**src/rtl/uart_pkg.sv**
```systemverilog
// uart_pkg: shared constants, arbiter state encoding and ID width helper
package uart_pkg;
  localparam int DEF_DATA_WIDTH = 8;
  typedef logic [2:0] arb_state_t;
  localparam arb_state_t S_IDLE      = 3'd0;
  localparam arb_state_t S_LOAD      = 3'd1;
  localparam arb_state_t S_WAIT_BUSY = 3'd2;
  localparam arb_state_t S_WAIT_DONE = 3'd3;
  localparam arb_state_t S_DONE      = 3'd4;
  function automatic int id_width(input int n);
    return (n > 2) ? $clog2(n) : 1;
  endfunction
endpackage

```
**src/rtl/uart_tx_arbiter_rr_arbiter.sv**
```systemverilog
// rr_arbiter: combinational round-robin pick, first set request at or above i_ptr with wrap
import uart_pkg::*;
module rr_arbiter #(
  parameter int N = 4,
  parameter int W = id_width(N)
) (
  input  logic [N-1:0] i_req,
  input  logic [W-1:0] i_ptr,
  output logic [N-1:0] o_gnt,
  output logic [W-1:0] o_idx
);
  logic [N-1:0] w_rot;
  assign w_rot = N'({i_req, i_req} >> i_ptr);
  // lowest rotated offset wins; scanning downward lets the nearest one overwrite
  always_comb begin
    o_idx = '0;
    for (int k = N - 1; k >= 0; k--)
      if (w_rot[k]) o_idx = W'((int'(i_ptr) + k) % N);
  end
  assign o_gnt = |i_req ? (N'(1) << o_idx) : '0;
endmodule

```
**src/rtl/uart_tx_arbiter.sv**
```systemverilog
// uart_tx_arbiter: round-robin sequencer sharing one UART Tx among NUM_REQ requesters.
// Define UART_TX_ARB_TIMEOUT_EN to build the TX_BUSY watchdog and sticky o_timeout_err.
import uart_pkg::*;
module uart_tx_arbiter #(
  parameter int NUM_REQ        = 4,
  parameter int DATA_WIDTH     = DEF_DATA_WIDTH,
  parameter int TIMEOUT_CYCLES = 16
) (
  input  logic                                i_clk,
  input  logic                                i_rst_n,
  input  logic [NUM_REQ-1:0]                  i_req,
  input  logic [NUM_REQ*DATA_WIDTH-1:0]       i_req_data,
  output logic [NUM_REQ-1:0]                  o_ack,
  output logic [id_width(NUM_REQ)-1:0]        o_gnt_id,
  output logic                                o_arb_busy,
  output logic [DATA_WIDTH-1:0]               o_tx_p_data,
  output logic                                o_tx_data_valid,
  input  logic                                i_tx_busy,
  output logic                                o_timeout_err
);
  localparam int IW = id_width(NUM_REQ);
  if (NUM_REQ < 2 || NUM_REQ > 8 || TIMEOUT_CYCLES < 1) begin : g_bad_param
    $error("uart_tx_arbiter: parameter out of range");
  end
  arb_state_t            r_state;
  logic [IW-1:0]         r_ptr, r_gnt_id, w_idx;
  logic [NUM_REQ-1:0]    r_gnt_oh, r_ack, w_gnt;
  logic [DATA_WIDTH-1:0] r_data;
  logic                  r_busy, r_valid, w_timeout;
  rr_arbiter #(.N(NUM_REQ), .W(IW)) u_rr (
    .i_req (i_req),
    .i_ptr (r_ptr),
    .o_gnt (w_gnt),
    .o_idx (w_idx)
  );
`ifdef UART_TX_ARB_TIMEOUT_EN
  localparam int CW = $clog2(TIMEOUT_CYCLES + 1);
  logic [CW-1:0] r_cnt;
  logic          r_terr;
  assign w_timeout = (r_state == S_WAIT_BUSY) && !i_tx_busy && (r_cnt == CW'(TIMEOUT_CYCLES - 1));
  // counts cycles spent waiting for the Tx to take the strobe
  always_ff @(posedge i_clk or negedge i_rst_n)
    if (!i_rst_n) r_cnt <= '0;
    else r_cnt <= (r_state == S_WAIT_BUSY) ? r_cnt + 1'b1 : '0;
  // error flag sticks until reset
  always_ff @(posedge i_clk or negedge i_rst_n)
    if (!i_rst_n) r_terr <= 1'b0;
    else if (w_timeout) r_terr <= 1'b1;
  assign o_timeout_err = r_terr;
`else
  assign w_timeout     = 1'b0;
  assign o_timeout_err = 1'b0;
`endif
  // grant, strobe and frame-tracking state machine; byte is held from grant until the next grant
  always_ff @(posedge i_clk or negedge i_rst_n)
    if (!i_rst_n) begin
      r_state  <= S_IDLE;
      r_ptr    <= '0;
      r_gnt_id <= '0;
      r_gnt_oh <= '0;
      r_data   <= '0;
      r_busy   <= 1'b0;
      r_valid  <= 1'b0;
      r_ack    <= '0;
    end else begin
      r_valid <= 1'b0;
      r_ack   <= '0;
      case (r_state)
        S_IDLE: if (|i_req) begin
          r_data   <= i_req_data[w_idx*DATA_WIDTH +: DATA_WIDTH];
          r_gnt_id <= w_idx;
          r_gnt_oh <= w_gnt;
          r_busy   <= 1'b1;
          r_valid  <= 1'b1;
          r_state  <= S_LOAD;
        end
        S_LOAD: r_state <= S_WAIT_BUSY;
        S_WAIT_BUSY: if (i_tx_busy) r_state <= S_WAIT_DONE;
        else if (w_timeout) begin
          r_ack   <= r_gnt_oh;
          r_state <= S_DONE;
        end
        S_WAIT_DONE: if (!i_tx_busy) begin
          r_ack   <= r_gnt_oh;
          r_state <= S_DONE;
        end
        S_DONE: begin
          r_ptr   <= (r_gnt_id == IW'(NUM_REQ - 1)) ? '0 : r_gnt_id + 1'b1;
          r_busy  <= 1'b0;
          r_state <= S_IDLE;
        end
        default: r_state <= S_IDLE;
      endcase
    end
  assign o_ack           = r_ack;
  assign o_gnt_id        = r_gnt_id;
  assign o_arb_busy      = r_busy;
  assign o_tx_p_data     = r_data;
  assign o_tx_data_valid = r_valid;
endmodule

```
**config.mk**
```make
export PLATFORM = sky130hd
export DESIGN_NAME = uart_tx_arbiter
export DESIGN_NICKNAME = d
export VERILOG_FILES = /design/src/rtl/uart_pkg.sv /design/src/rtl/uart_tx_arbiter_rr_arbiter.sv /design/src/rtl/uart_tx_arbiter.sv
export SDC_FILE = /design/constraint.sdc
export NUM_CORES = 1
export LEC_CHECK = 0
export CORE_AREA = 2 2 59 61
export CTS_CLUSTER_SIZE = 28
export DETAILED_ROUTE_END_ITERATION = 16
export DIE_AREA = 0 0 61 63
export PLACE_DENSITY = 0.78
export SETUP_SLACK_MARGIN = 0.15
export SLEW_MARGIN = 20
export SYNTH_ARGS = -nofsm -noshare
export SYNTH_HDL_FRONTEND = slang
export SYNTH_SLANG_ARGS = --single-unit
```
**constraint.sdc**
```tcl
create_clock -name i_clk -period 1.8 [get_ports i_clk]
set_input_delay 0.36 -clock i_clk [delete_from_list [all_inputs] [get_ports i_clk]]
set_output_delay 0.36 -clock i_clk [all_outputs]
set_load 0.02 [all_outputs]
```
# Word level (Yosys, flattened, before mapping)
# Index checks and enable logic that the tools add are counted.
[classes] n_shift=3 add_sub_neg=4 eq_ne=8 n_reduce_logical=6 mux=15
[op_table] operator="32-bit by 6-bit variable part select with 8-bit output" n=1
[op_table] operator="3-bit case mux with 4 select lines" n=1
[op_table] operator="2-bit two-way mux" n=5
[op_table] operator="3-bit two-way mux" n=3
[op_table] operator="4-bit two-way mux" n=2
[op_table] operator="8-bit by 2-bit right shift with 4-bit output" n=1
[op_table] operator="3-bit by 2-bit == test with 1-bit output, second input constant" n=2
[op_table] operator="2-bit inequality test, second input constant" n=3
[op_table] operator="2-bit by 1-bit adder with 2-bit output, second input constant" n=2
[op_table] operator="2-bit adder, second input constant" n=2
[op_table] operator="2-bit AND reduction" n=2
[op_table] operator="4-bit OR reduction" n=1
[op_table] operator="1-bit by 2-bit left shift with 4-bit output, first input constant" n=1
[op_table] operator="3-bit by 1-bit == test with 1-bit output, second input constant" n=1
[op_table] operator="3-bit == test, second input constant" n=1
[op_table] operator="3-bit logical NOT" n=1
[op_table] operator="1-bit two-way mux" n=3
[op_table] operator="3-bit AND reduction" n=1
[op_table] operator="2-bit == test, second input constant" n=1
[op_table] operator="1-bit case mux with 2 select lines" n=1
[op_table] operator="2-bit nonzero test" n=1
[word_totals] register_bits=25 inputBits=39 out_inout_bits=17 elab_cells=44

# Depth between registers and ports, before layout
# Gate-level depths: netlist (run 1).
[logic_depth] ltp_word=6 mapped_depth=8

# Hierarchy
# Synthesis (run 1) repeated with hierarchy kept, for this count alone.
[hier_totals] hier_cells=102 area_unflattened_um2=1350.0
[by_module_without_submodules] mod="uart_tx_arbiter" area_per_inst_um2=1183.6 n_inst=1 seq_area_each_um2=625.6 cells_per_inst=74
[by_module_without_submodules] mod="rr_arbiter" area_per_inst_um2=166.4 n_inst=1 seq_area_each_um2=0.0 cells_per_inst=28

# Least setup slack after synthesis (run 1)
# No wires, ideal clock.
[synth_path] kind="register to register" from="register r_ptr[1]" to="register r_data[0] (netlist: o_tx_p_data[0])" setup_ns=0.096 path_slack_ns=0.205 required_ns=1.704 t_arrival_ns=1.499 stages_incl_launch_ff=7 period_less_slack_ns=1.595 path_cell_list="dfrtp_1 or3b_1 o221ai_2 buf_6 clkbuf_4 nand2_1 a311oi_2"
[synth_between] elab_chain_len=6 elab_cells_between_ends=9 cone_classes="3 x add/sub; 2 x shift; 4 x mux"
[synth_rtl] element="start, declared" line_no="uart_tx_arbiter.sv:26" rtl="logic [IW-1:0] r_ptr, r_gnt_id, w_idx;"
[synth_rtl] element="start signal, assigned" line_no="uart_tx_arbiter.sv:88" rtl="r_ptr <= (r_gnt_id == IW'(NUM_REQ - 1)) ? '0 : r_gnt_id + 1'b1;"
[synth_rtl] element="2-bit adder / 8-bit by 2-bit right shift with 4-bit output (equally long branches)" line_no="uart_tx_arbiter_rr_arbiter.sv:18, uart_tx_arbiter_rr_arbiter.sv:13"
[synth_rtl] element="2-bit two-way mux (3 in a row)" line_no="uart_tx_arbiter_rr_arbiter.sv:18" rtl="if (w_rot[k]) o_idx = W'((int'(i_ptr) + k) % N);"
[synth_rtl] element="2-bit two-way mux (*)" line_no="uart_tx_arbiter_rr_arbiter.sv:18"
[synth_rtl] element="32-bit by 6-bit variable part select with 8-bit output (*)" line_no="uart_tx_arbiter.sv:70" rtl="r_data <= i_req_data[w_idx*DATA_WIDTH +: DATA_WIDTH];"
[synth_rtl] element="end signal, assigned" line_no="uart_tx_arbiter.sv:70"
[synth_rtl] element="end, declared" line_no="uart_tx_arbiter.sv:28" rtl="logic [DATA_WIDTH-1:0] r_data;"
# Mark *: on every way between the ends. The rest lies on a longest branch, timed or not.
# A chain may end at the register's enable or synchronous reset.

# Worst setup path after layout (run 1)
[layout_path] from="register r_ptr[1]" to="register r_data[7] (netlist: o_tx_p_data[7])"
# The elaborated chain is that of the path after synthesis.

==> results of run 1 <==
-- worst paths after layout --
kind                                  start              to  slack [ns]  depth (start not counted)
worst max-delay path               r_ptr[1]  o_tx_p_data[7]        0.08                          6
worst min-delay path                i_rst_n      r_state[0]        0.38                          2
worst max register to register     r_ptr[1]  o_tx_p_data[7]        0.08                          6
worst min register to register  r_gnt_oh[1]     r_gnt_oh[1]        0.50                          2
max in group asynchronous           i_rst_n        r_ptr[1]        1.16                          2
min in group i_clk              r_gnt_oh[1]     r_gnt_oh[1]        0.50                          2
-- stage by stage --
| stage | instance area (um2) | cells |
|---|---|---|
| final | 2080 | 241 |
| after global routing | 2080 | 241 |
| after CTS | 2040 | 240 |
| after detailed placement | 1960 | 233 |
| after global placement | 1960 | 233 |
| after floorplan | 1300 | 124 |
-- Yosys cell counts, drive strengths merged (2+ instances only) --
library cell / count / area [um2]
a22o: 2 / 17.5
and3: 8 / 50.1
nor2: 11 / 43.8
nor3: 2 / 10.0
and2: 4 / 25.0
a21o: 2 / 15.0
dfrtp: 25 / 626
a311oi: 8 / 120
o21ai: 5 / 25.0
nand2: 24 / 90.1
buf: 5 / 41.3
inv: 4 / 15.0
a21boi: 2 / 15.0
mux2i: 9 / 90.1
-- final cells by class --
cell class / count / area (um2)
Fill cell: 265 / 1160
Timing Repair Buffer: 73 / 702
Multi-Input combinational cell: 89 / 644
Sequential cell: 25 / 627
Tap cell: 46 / 57.6
Clock buffer: 3 / 22.5
Inverter: 4 / 17.5
Clock inverter: 1 / 5.00
-- kinds of logic after synthesis --
logic type | synth area share (%)
buffers and inverters | 4.91
AOI/OAI and AO/OA | 19.3
muxes | 7.80
adders and majority gates | 0.963
other | 0.289
and+or+nand+nor | 18.6
DFF | 48.2
-- where the power goes --
part | internal, uW | switching [uW] | leakage, uW | total [uW]
logic | 808 | 790 | 0.000714 | 1600
clock network | 83.3 | 166 | 0.0000177 | 250
registers | 786 | 157 | 0.000305 | 942
-- flip-flops by register name (all words and copies together), names as in the netlist --
register / cells
o_ack: 4
o_arb_busy: 1
o_gnt_id: 2
o_tx_data_valid: 1
o_tx_p_data: 8
r_gnt_oh: 4
r_ptr: 2
r_state: 3
-- layer usage --
| layer | global-route usage (%) | vias up | wire, um |
|---|---|---|---|
| met4 | 8.15 | 0 | 62 |
| met2 | 29.3 | 48 | 1540 |
| met1 | 22.4 | 561 | 1300 |
| met3 | 3.31 | 4 | 215 |
| met5 | 0 | - | 0 |
| li1 | - | 580 | - |
-- cell usage in the layout (no fill, tap or decap), types with 2 or more instances in the layout --
cell type | Yosys | layout
buf_4 | 4 | 15
o21ai_0 | 3 | 3
inv_1 | 3 | 2
nand2_1 | 24 | 24
and3_1 | 8 | 8
a21o_1 | 2 | 2
clkbuf_4 | 1 | 3
nor3_1 | 2 | 2
and2_1 | 4 | 4
a22o_1 | 2 | 2
a311oi_2 | 8 | 8
mux2i_1 | 9 | 7
o21ai_1 | 2 | 2
dlygate4sd2_1 | 0 | 14
dlymetal6s2s_1 | 0 | 5
nor2_1 | 10 | 9
clkdlybuf4s50_1 | 0 | 35
buf_6 | 1 | 3
mux2i_2 | 0 | 2
dfrtp_1 | 25 | 24
-- repair_timing --
action,in CTS,in global routing
endpoints found under the setup margin,22,14
setup buffers,3,1
endpoints found under the hold margin,0,0
pin swaps,8,3
gates resized for setup,27,6
==> results.py, run 1 <==
metrics = {
    "run_status": {
        "outcome": "finished clean",
    },
    "cells_and_area": {
        "fin_nets": 236,
        "area_growth_pct": 59.8,
        "drive_above_1_share_pct": 22.6,
        "diodes": 0,
        "final_core_util_pct": 64.2,
    },
    "min_path": {
        "min_path_type": "primary input to asynchronous set/reset pin",
    },
    "placed_design": {
        "dp_hpwl_mm": 2.37,
        "gp_congestion": 0.726,
        "port_buffers": 54,
        "place_worst_setup_slack_ns": -0.793,
    },
    "clocking": {
        "cts_tree": "yes",
        "cts.sinks": 25,
        "ctsHoldBuffers": 0,
        "cts_made_buffers": 3,
        "clkLatencyLatePin_ns": 0.32,
        "cts_buffer_depth": 2,
        "ctsHtreeMaxLevel": 1,
        "path_clk_slew_ns": 0.13,
        "cts-root-buf": "clkbuf_4",
    },
    "floorplanning": {
        "die_area_mm2": 0.00384,
        "initial_core_util_pct": 40.2,
        "die_y_um": 63,
        "rows": 21,
        "io_pins": 56,
        "core_mm2": 0.00323,
        "die_width_um": 61,
    },
    "grt": {
        "grt_pass1_vias": 1158,
        "grt_pass1_wl_mm": 5.11,
        "antenna_found_initial": 0,
        "overflow": 0,
        "grt.total_usage_pct": 17.9,
        "grt_max_degree": 26,
    },
    "timing": {
        "whs_ns": 0.383,
        "final.min_clock_period_ns": 1.72,
        "setup_viol": 0,
        "setup_ws_ns": 0.0762,
        "finalClockSkew_ns": 0.000931,
        "tns_ns": 0,
        "fin_crit_sh_pct": 95.8,
        "hold_viol": 0,
        "maxSlewViolCount": 0,
        "rsz0062_at_grt": "true",
        "fmax_mhz": 580,
    },
    "routing": {
        "vias": 1193,
        "via_per_inst": 4.95,
        "drt_iter0_markers": 38,
        "drc": 0,
        "routed_wirelength_mm": 3.12,
        "wl_per_cell_um": 12.9,
        "drtAntennaViolNets": 0,
        "first_pass_iters": 4,
    },
    "setup_path": {
        "cpPeakStageDelay_ns": 0.48,
        "crit_path_end_kind": "flip-flop",
        "crit_required_ns": 2.01,
        "slowest_stage": "dfrtp_2",
        "path_cells": "or3b_4, o221ai_4, buf_6, mux2i_1, and3_1, a311oi_2",
        "cp-start-kind": "flip-flop",
        "crit_fanout": 7,
        "worstSetupPathType": "flip-flop to flip-flop",
        "arrival_ns": 1.94,
        "cp_num_buf_inv": 1,
        "path_delay_family": "simple AND/OR/NAND/NOR gates",
    },
    "power_and_ir_drop": {
        "powerDensity_mw_per_mm2": 1340,
        "p_leak_uw": 0.00104,
        "finalPower_uw": 2790,
        "peakVddDrop_uv": 713,
    },
    "synth": {
        "postSynth.asyncResetShare_pct": 100,
        "synth_cell_type_count": 32,
        "synth_edf_count": 0,
        "ys_warn_count": 0,
        "synth_cells": 124,
        "synth_flop_cell": "dfrtp_1",
        "ys_seq_elements": 25,
        "syn_area_per_cell_um2": 10.5,
        "synth_area_mm2": 0.00130,
        "ys_seq_area_share_pct": 48.2,
        "syn_nets": 164,
    },
    "run": {
        "drv_cap": 0,
    },
}
Note: power is estimated with default switching activity, not from simulation.
==> run 2, diff against run 1 <==
--- a/config.mk
+++ b/config.mk
@@ -5,13 +5,13 @@
 export SDC_FILE = /design/constraint.sdc
 export NUM_CORES = 1
 export LEC_CHECK = 0
-export CORE_AREA = 2 2 59 61
-export CTS_CLUSTER_SIZE = 28
+export CORE_AREA = 2 2 60 62
 export DETAILED_ROUTE_END_ITERATION = 16
-export DIE_AREA = 0 0 61 63
-export PLACE_DENSITY = 0.78
+export DIE_AREA = 0 0 62 64
+export PLACE_DENSITY = 0.77
 export SETUP_SLACK_MARGIN = 0.15
 export SLEW_MARGIN = 20
 export SYNTH_ARGS = -nofsm -noshare
 export SYNTH_HDL_FRONTEND = slang
+export SYNTH_HIERARCHICAL = 1
 export SYNTH_SLANG_ARGS = --single-unit
==> run 2 against run 1 <==
The flow now finishes with violations (setup timing). First-iteration DRC count rose by 2.6%. Highest routed layer unchanged. Wire length grew 8.4%. Count of clock-buffer cells in the layout stayed put. Largest power group unchanged. Final cell count down 8.3%. Synthesized cell count is 18% lower.
==> results.py, run 2 <==
metrics = {
    "floorplanning": {
        "die_y_um": 64,
        "core_mm2": 0.00328,
        "rows": 21,
        "io_pins": 56,
        "die_area_mm2": 0.00397,
        "initial_core_util_pct": 41.1,
        "die_width_um": 62,
    },
    "clocking": {
        "cts_made_buffers": 3,
        "path_clk_slew_ns": 0.14,
        "cts-root-buf": "clkbuf_4",
        "ctsHoldBuffers": 0,
        "cts_tree": "yes",
        "cts.sinks": 25,
        "ctsHtreeMaxLevel": 1,
        "cts_buffer_depth": 2,
        "clkLatencyLatePin_ns": 0.33,
    },
    "setup_path": {
        "crit_required_ns": 2.03,
        "crit_fanout": 5,
        "arrival_ns": 2.20,
        "crit_path_end_kind": "flip-flop",
        "reg2reg_to": "o_tx_p_data[2]",
        "worst-r2r-cell-count": 7,
        "worstSetupPathType": "flip-flop to flip-flop",
        "r2r_slack_ns": -0.17,
        "cp-start-kind": "flip-flop",
        "r2r_start": "r_ptr[0]",
    },
    "grt": {
        "grt_pass1_vias": 1219,
        "antenna_found_initial": 0,
        "grt_max_degree": 26,
        "grt_pass1_wl_mm": 5.80,
        "overflow": 0,
        "grt.total_usage_pct": 19.7,
    },
    "power_and_ir_drop": {
        "powerDensity_mw_per_mm2": 1420,
        "finalPower_uw": 3120,
        "peakVddDrop_uv": 647,
        "p_leak_uw": 0.00104,
    },
    "cells_and_area": {
        "stdcell_count": 221,
        "area_growth_pct": 62.5,
        "final_core_util_pct": 66.8,
        "fin_nets": 216,
        "diodes": 0,
        "final_common_cell": "clkdlybuf4s50_1",
        "drive_above_1_share_pct": 34.9,
        "final_cell_mix": "34 x clkdlybuf4s50_1, 25 x dfrtp_1, 15 x buf_4",
        "largest_register_ffs": 8,
    },
    "synth": {
        "ys_warn_count": 6,
        "synth_cells": 102,
        "synth_largest_area_cell": "dfrtp_1",
        "ys_seq_elements": 25,
        "yosys-top-cells-area": "dfrtp_1 46%, mux4_2 13%, mux2_4 10%",
        "synth_cell_type_count": 32,
        "postSynth.asyncResetShare_pct": 100,
        "syn_nets": 142,
        "synth_flop_cell": "dfrtp_1",
        "synth_edf_count": 0,
        "yosysMostFrequentCell": "dfrtp_1",
        "synth_area_mm2": 0.00135,
        "syn_area_per_cell_um2": 13.2,
        "yosys-top-cells-count": "25 x dfrtp_1, 9 x mux2_4, 8 x mux4_2, 8 x nor2_1, 7 x mux2_2",
        "yosysTopAreaCellShare_pct": 46.3,
        "ys_seq_area_share_pct": 46.3,
    },
    "timing": {
        "setup_viol": 8,
        "maxSlewViolCount": 0,
        "setup_ws_ns": -0.169,
        "tns_ns": -1.16,
        "fin_crit_sh_pct": 109,
        "rsz0062_at_grt": "true",
        "finalClockSkew_ns": 0.00169,
        "final.min_clock_period_ns": 1.97,
        "fmax_mhz": 508,
        "whs_ns": 0.362,
        "hold_viol": 0,
    },
    "min_path": {
        "min_path_type": "primary input to asynchronous set/reset pin",
    },
    "run_status": {
        "violations": "setup timing",
        "outcome": "complete, but fails checks",
    },
    "routing": {
        "drt_iter0_markers": 39,
        "first_pass_iters": 4,
        "wl_per_cell_um": 15.3,
        "via_per_inst": 5.06,
        "drtAntennaViolNets": 0,
        "vias": 1118,
        "routed_wirelength_mm": 3.38,
        "drc": 0,
    },
    "placed_design": {
        "port_buffers": 54,
        "numPlacedInstances": 213,
        "gp_congestion": 0.885,
        "dp_hpwl_mm": 2.55,
    },
    "run": {
        "drv_cap": 0,
    },
}
-- run 2: cell types whose count changed after synthesis, moves of 4 or more --
cell	before	now
nand2_1	24	3
a311oi_2	8	0
mux2_4	0	9
mux2_2	1	7
mux4_2	0	8
mux2i_1	9	0
and3_1	8	0
a21oi_1	1	5
-- run 2: cell families (layout without fill, tap and decap cells) --
logic type,after synthesis,count (layout),synth area share [%]
buf+inv,10,83,5.19
other cells,1,1,0.278
fa+ha+maj,1,1,0.927
mux,24,24,29.2
simple gates,25,25,10.1
flops,25,25,46.3
compound gates,16,16,7.97
-- run 2: cell type report --
cell class,count,area [um2]
repair buffers,75,773
inverters,4,15.0
clock inverters,1,7.51
flip-flops and latches,25,626
fillers,238,1090
multi-input cells,67,692
clock buffers,3,22.5
well taps,46,57.6
-- run 2: routing by layer --
layer | vias to the layer above | global-route usage, % | wire (um)
met5 | - | 0 | 0
met4 | 0 | 5.59 | 55
met3 | 6 | 2.63 | 116
met2 | 29 | 34.6 | 1920
met1 | 561 | 24.4 | 1280
li1 | 522 | - | -
-- run 2: worst max-delay path by stage --
stage	from	slack, ns	end
2_1_floorplan	r_ptr[0]	-0.06	o_tx_p_data[2]
3_3_place_gp	i_req[2]	-0.61	o_tx_p_data[2]
3_5_place_dp	i_req[2]	-0.66	o_tx_p_data[2]
4_1_cts	r_ptr[0]	-0.16	o_tx_p_data[2]
5_1_grt	r_ptr[0]	-0.22	o_tx_p_data[2]
6_report	r_ptr[0]	-0.17	o_tx_p_data[2]
-- run 2: report_power, final --
group          switching, uW  internal, uW  leakage (uW)
logic                    774          1130      0.000715
clock network            179          85.2     0.0000139
registers                159           791      0.000310
total                   1110          2010       0.00104
-- run 2: stage by stage --
stage | setup slack, ns | cell area (um2)
floorplan | -0.0628 | 1370
global placement | -0.614 | 2060
detailed placement | -0.659 | 2060
CTS | -0.156 | 2180
global route | -0.216 | 2190
finish | -0.169 | 2190
-- run 2: worst max-delay path: stages, from the launching register on --
cell and delay (ns):
dfrtp_1 0.39, nand2b_4 0.14, o21ai_2 0.07, a211oi_4 0.21, buf_6 0.16, buf_12 0.12, mux4_2 0.50, mux2_4 0.27
-- run 2: timing repair --
item,4_1_cts,5_1_grt
gates cloned,2,0
resized for setup,29,5
setup endpoints to repair,26,14
pin swaps,3,0
buffers inserted,2,0
==> run 3, diff against run 2 <==
--- a/config.mk
+++ b/config.mk
@@ -5,10 +5,10 @@
 export SDC_FILE = /design/constraint.sdc
 export NUM_CORES = 1
 export LEC_CHECK = 0
-export CORE_AREA = 2 2 60 62
+export CORE_AREA = 2 2 46 81
 export DETAILED_ROUTE_END_ITERATION = 16
-export DIE_AREA = 0 0 62 64
-export PLACE_DENSITY = 0.77
+export DIE_AREA = 0 0 48 83
+export PLACE_DENSITY = 0.76
 export SETUP_SLACK_MARGIN = 0.15
 export SLEW_MARGIN = 20
 export SYNTH_ARGS = -nofsm -noshare
==> run 3 against run 2 <==
The flow still finishes with violations (setup timing). Die area is 0.40% higher. First-iteration DRC count is 38% lower. Register-to-register slack worse by 0.04 ns. Wire length is 3.5% higher. Via count is 1.3% higher. Combinational power is 2% higher. Count of clock-buffer cells in the layout stayed put. Final area is 1.8% higher. Sequential power hardly changed. Final cell count is 0.45% higher. Critical path depth stayed put.
==> results.py, run 3 (synthesis results as in run 2) <==
metrics = {
    "cells_and_area": {
        "stdcell_area_mm2": 0.00223,
        "largest_register_ffs": 8,
        "fin_nets": 218,
        "area_growth_pct": 65.4,
        "drive_above_1_share_pct": 36.2,
        "fillers": 249,
        "seqCellArea_um2": 626,
        "final_core_util_pct": 67.1,
        "final_common_cell": "clkdlybuf4s50_1",
        "multiInputGateArea_um2": 707,
        "diodes": 0,
        "final_cell_mix": "43 x clkdlybuf4s50_1, 25 x dfrtp_1, 18 x buf_4",
    },
    "setup_path": {
        "worstSetupPathType": "flip-flop to flip-flop",
        "reg2reg_to": "o_tx_p_data[3]",
        "crit_fanout": 4,
        "cp_num_buf_inv": 2,
        "crit_path_end_kind": "flip-flop",
        "crit_required_ns": 1.96,
        "arrival_ns": 2.17,
        "cpPeakStageDelay_ns": 0.49,
        "worst-r2r-cell-count": 7,
        "path_cells": "nand2b_4, o21ai_4, a211oi_4, buf_4, clkbuf_16, mux4_2, mux2_4",
        "cp-start-kind": "flip-flop",
        "r2r_start": "r_ptr[0]",
        "slowest_stage": "mux4_2",
        "path_delay_family": "multiplexers",
        "r2r_slack_ns": -0.21,
    },
    "routing": {
        "drc": 0,
        "met3WireLength_um": 152,
        "first_pass_iters": 4,
        "routed_wirelength_mm": 3.50,
        "highest_layer": "met4",
        "drt_iter0_markers": 24,
        "met2WireLength_mm": 2.10,
        "wl_per_cell_um": 15.8,
        "via_per_inst": 5.10,
        "vias": 1132,
        "drtAntennaViolNets": 0,
        "wl_met1_mm": 1.15,
    },
    "clocking": {
        "clkLatencyLatePin_ns": 0.27,
        "cts_made_buffers": 3,
        "cts-root-buf": "clkbuf_8",
        "path_clk_slew_ns": 0.09,
        "cts_buffer_depth": 2,
        "ctsHoldBuffers": 0,
        "cts.sinks": 25,
        "cts_tree": "yes",
        "ctsHtreeMaxLevel": 1,
    },
    "floorplanning": {
        "io_pins": 56,
        "rows": 28,
        "die_area_mm2": 0.00398,
        "die_width_um": 48,
        "core_mm2": 0.00333,
        "initial_core_util_pct": 40.6,
        "die_y_um": 83,
    },
    "timing": {
        "finalClockSkew_ns": 0.00752,
        "hold_viol": 0,
        "fmax_mhz": 498,
        "setup_viol": 8,
        "tns_ns": -1.53,
        "fin_crit_sh_pct": 112,
        "rsz0062_at_grt": "true",
        "setup_ws_ns": -0.208,
        "maxSlewViolCount": 0,
        "final.min_clock_period_ns": 2.01,
    },
    "grt": {
        "grt.total_usage_pct": 19.1,
        "grt_pass1_wl_mm": 5.50,
        "antenna_found_initial": 0,
        "grt_max_degree": 26,
        "overflow": 0,
        "grt_pass1_vias": 1230,
    },
    "run": {
        "drv_cap": 0,
    },
    "placed_design": {
        "port_buffers": 54,
        "gp_congestion": 0.776,
        "dpl_cell_area_mm2": 0.00204,
        "dp_hpwl_mm": 2.51,
    },
    "power_and_ir_drop": {
        "powerDensity_mw_per_mm2": 1450,
        "p_leak_uw": 0.00103,
        "peakVddDrop_uv": 878,
    },
    "run_status": {
        "violations": "setup timing",
        "outcome": "complete, but fails checks",
    },
    "min_path": {
        "min_path_type": "primary input to asynchronous set/reset pin",
    },
}
## run 3: cell count changes in the layout (fill, tap and decap cells not counted), sizes merged
cell           previous run  this run
clkbuf                    3         5
clkdlybuf4s50            34        43
dlymetal6s2s              4         6
dlygate4sd2              13         1
buf                      20        24
clkinv                    0         1
bufbuf                    1         0
clkinvlp                  1         0
clkdlybuf4s15             3         1
## run 3: cell type report
| cell class | instances | share of cell area [%] |
|---|---|---|
| well taps | 45 | 2.52 |
| flip-flops and latches | 25 | 28.0 |
| multi-input cells | 67 | 31.7 |
| clock inverters | 1 | 0.224 |
| clock buffers | 3 | 1.85 |
| repair buffers | 77 | 35.1 |
| inverters | 4 | 0.672 |
## run 3: power by group
group          internal [uW]  switching (uW)  total (uW)
logic                   1190             767        1950
clock network            155             180         335
registers                793             157         950
total                   2140            1100        3240
## run 3: how the worst max path moves through the flow
stage	cells after the start	start	end
5_1_grt	7	r_ptr[0]	o_tx_p_data[3]
2_1_floorplan	6	r_ptr[0]	o_tx_p_data[2]
3_3_place_gp	7	i_req[2]	o_tx_p_data[5]
4_1_cts	6	r_ptr[0]	o_tx_p_data[3]
3_5_place_dp	7	i_req[2]	o_tx_p_data[5]
6_report	7	r_ptr[0]	o_tx_p_data[3]
## run 3: what timing repair did
action                                  in CTS  in global routing
gates resized for setup                     22                 14
cloned                                       2                  0
pin swaps                                    2                  2
endpoints found under the setup margin      17                 20
setup buffers                                3                  3
## run 3: worst register-to-register path: stages, from the launching register on
cell	delay, ns
dfrtp_1	0.38
nand2b_4	0.15
o21ai_4	0.06
a211oi_4	0.25
buf_4	0.16
clkbuf_16	0.14
mux4_2	0.49
mux2_4	0.26
## run 3: per-stage QoR
step           hold slack [ns]  total power [uW]  cells  setup WS [ns]
3_5_place_dp             0.470              2680    210         -0.666
2_1_floorplan           0.0644              2070    102        -0.0628
4_1_cts                  0.453              3260    219         -0.201
5_1_grt                  0.466              3440    222         -0.278
6_report                 0.441              3240    222         -0.208
3_3_place_gp             0.463              2630    210         -0.598
## run 3: metal layers
layer / track usage (%) / up-vias
li1: - / 525
met1: 19.3 / 555
met2: 35.0 / 41
met3: 3.70 / 11
met4: 6.88 / 0
met5: 0 / -
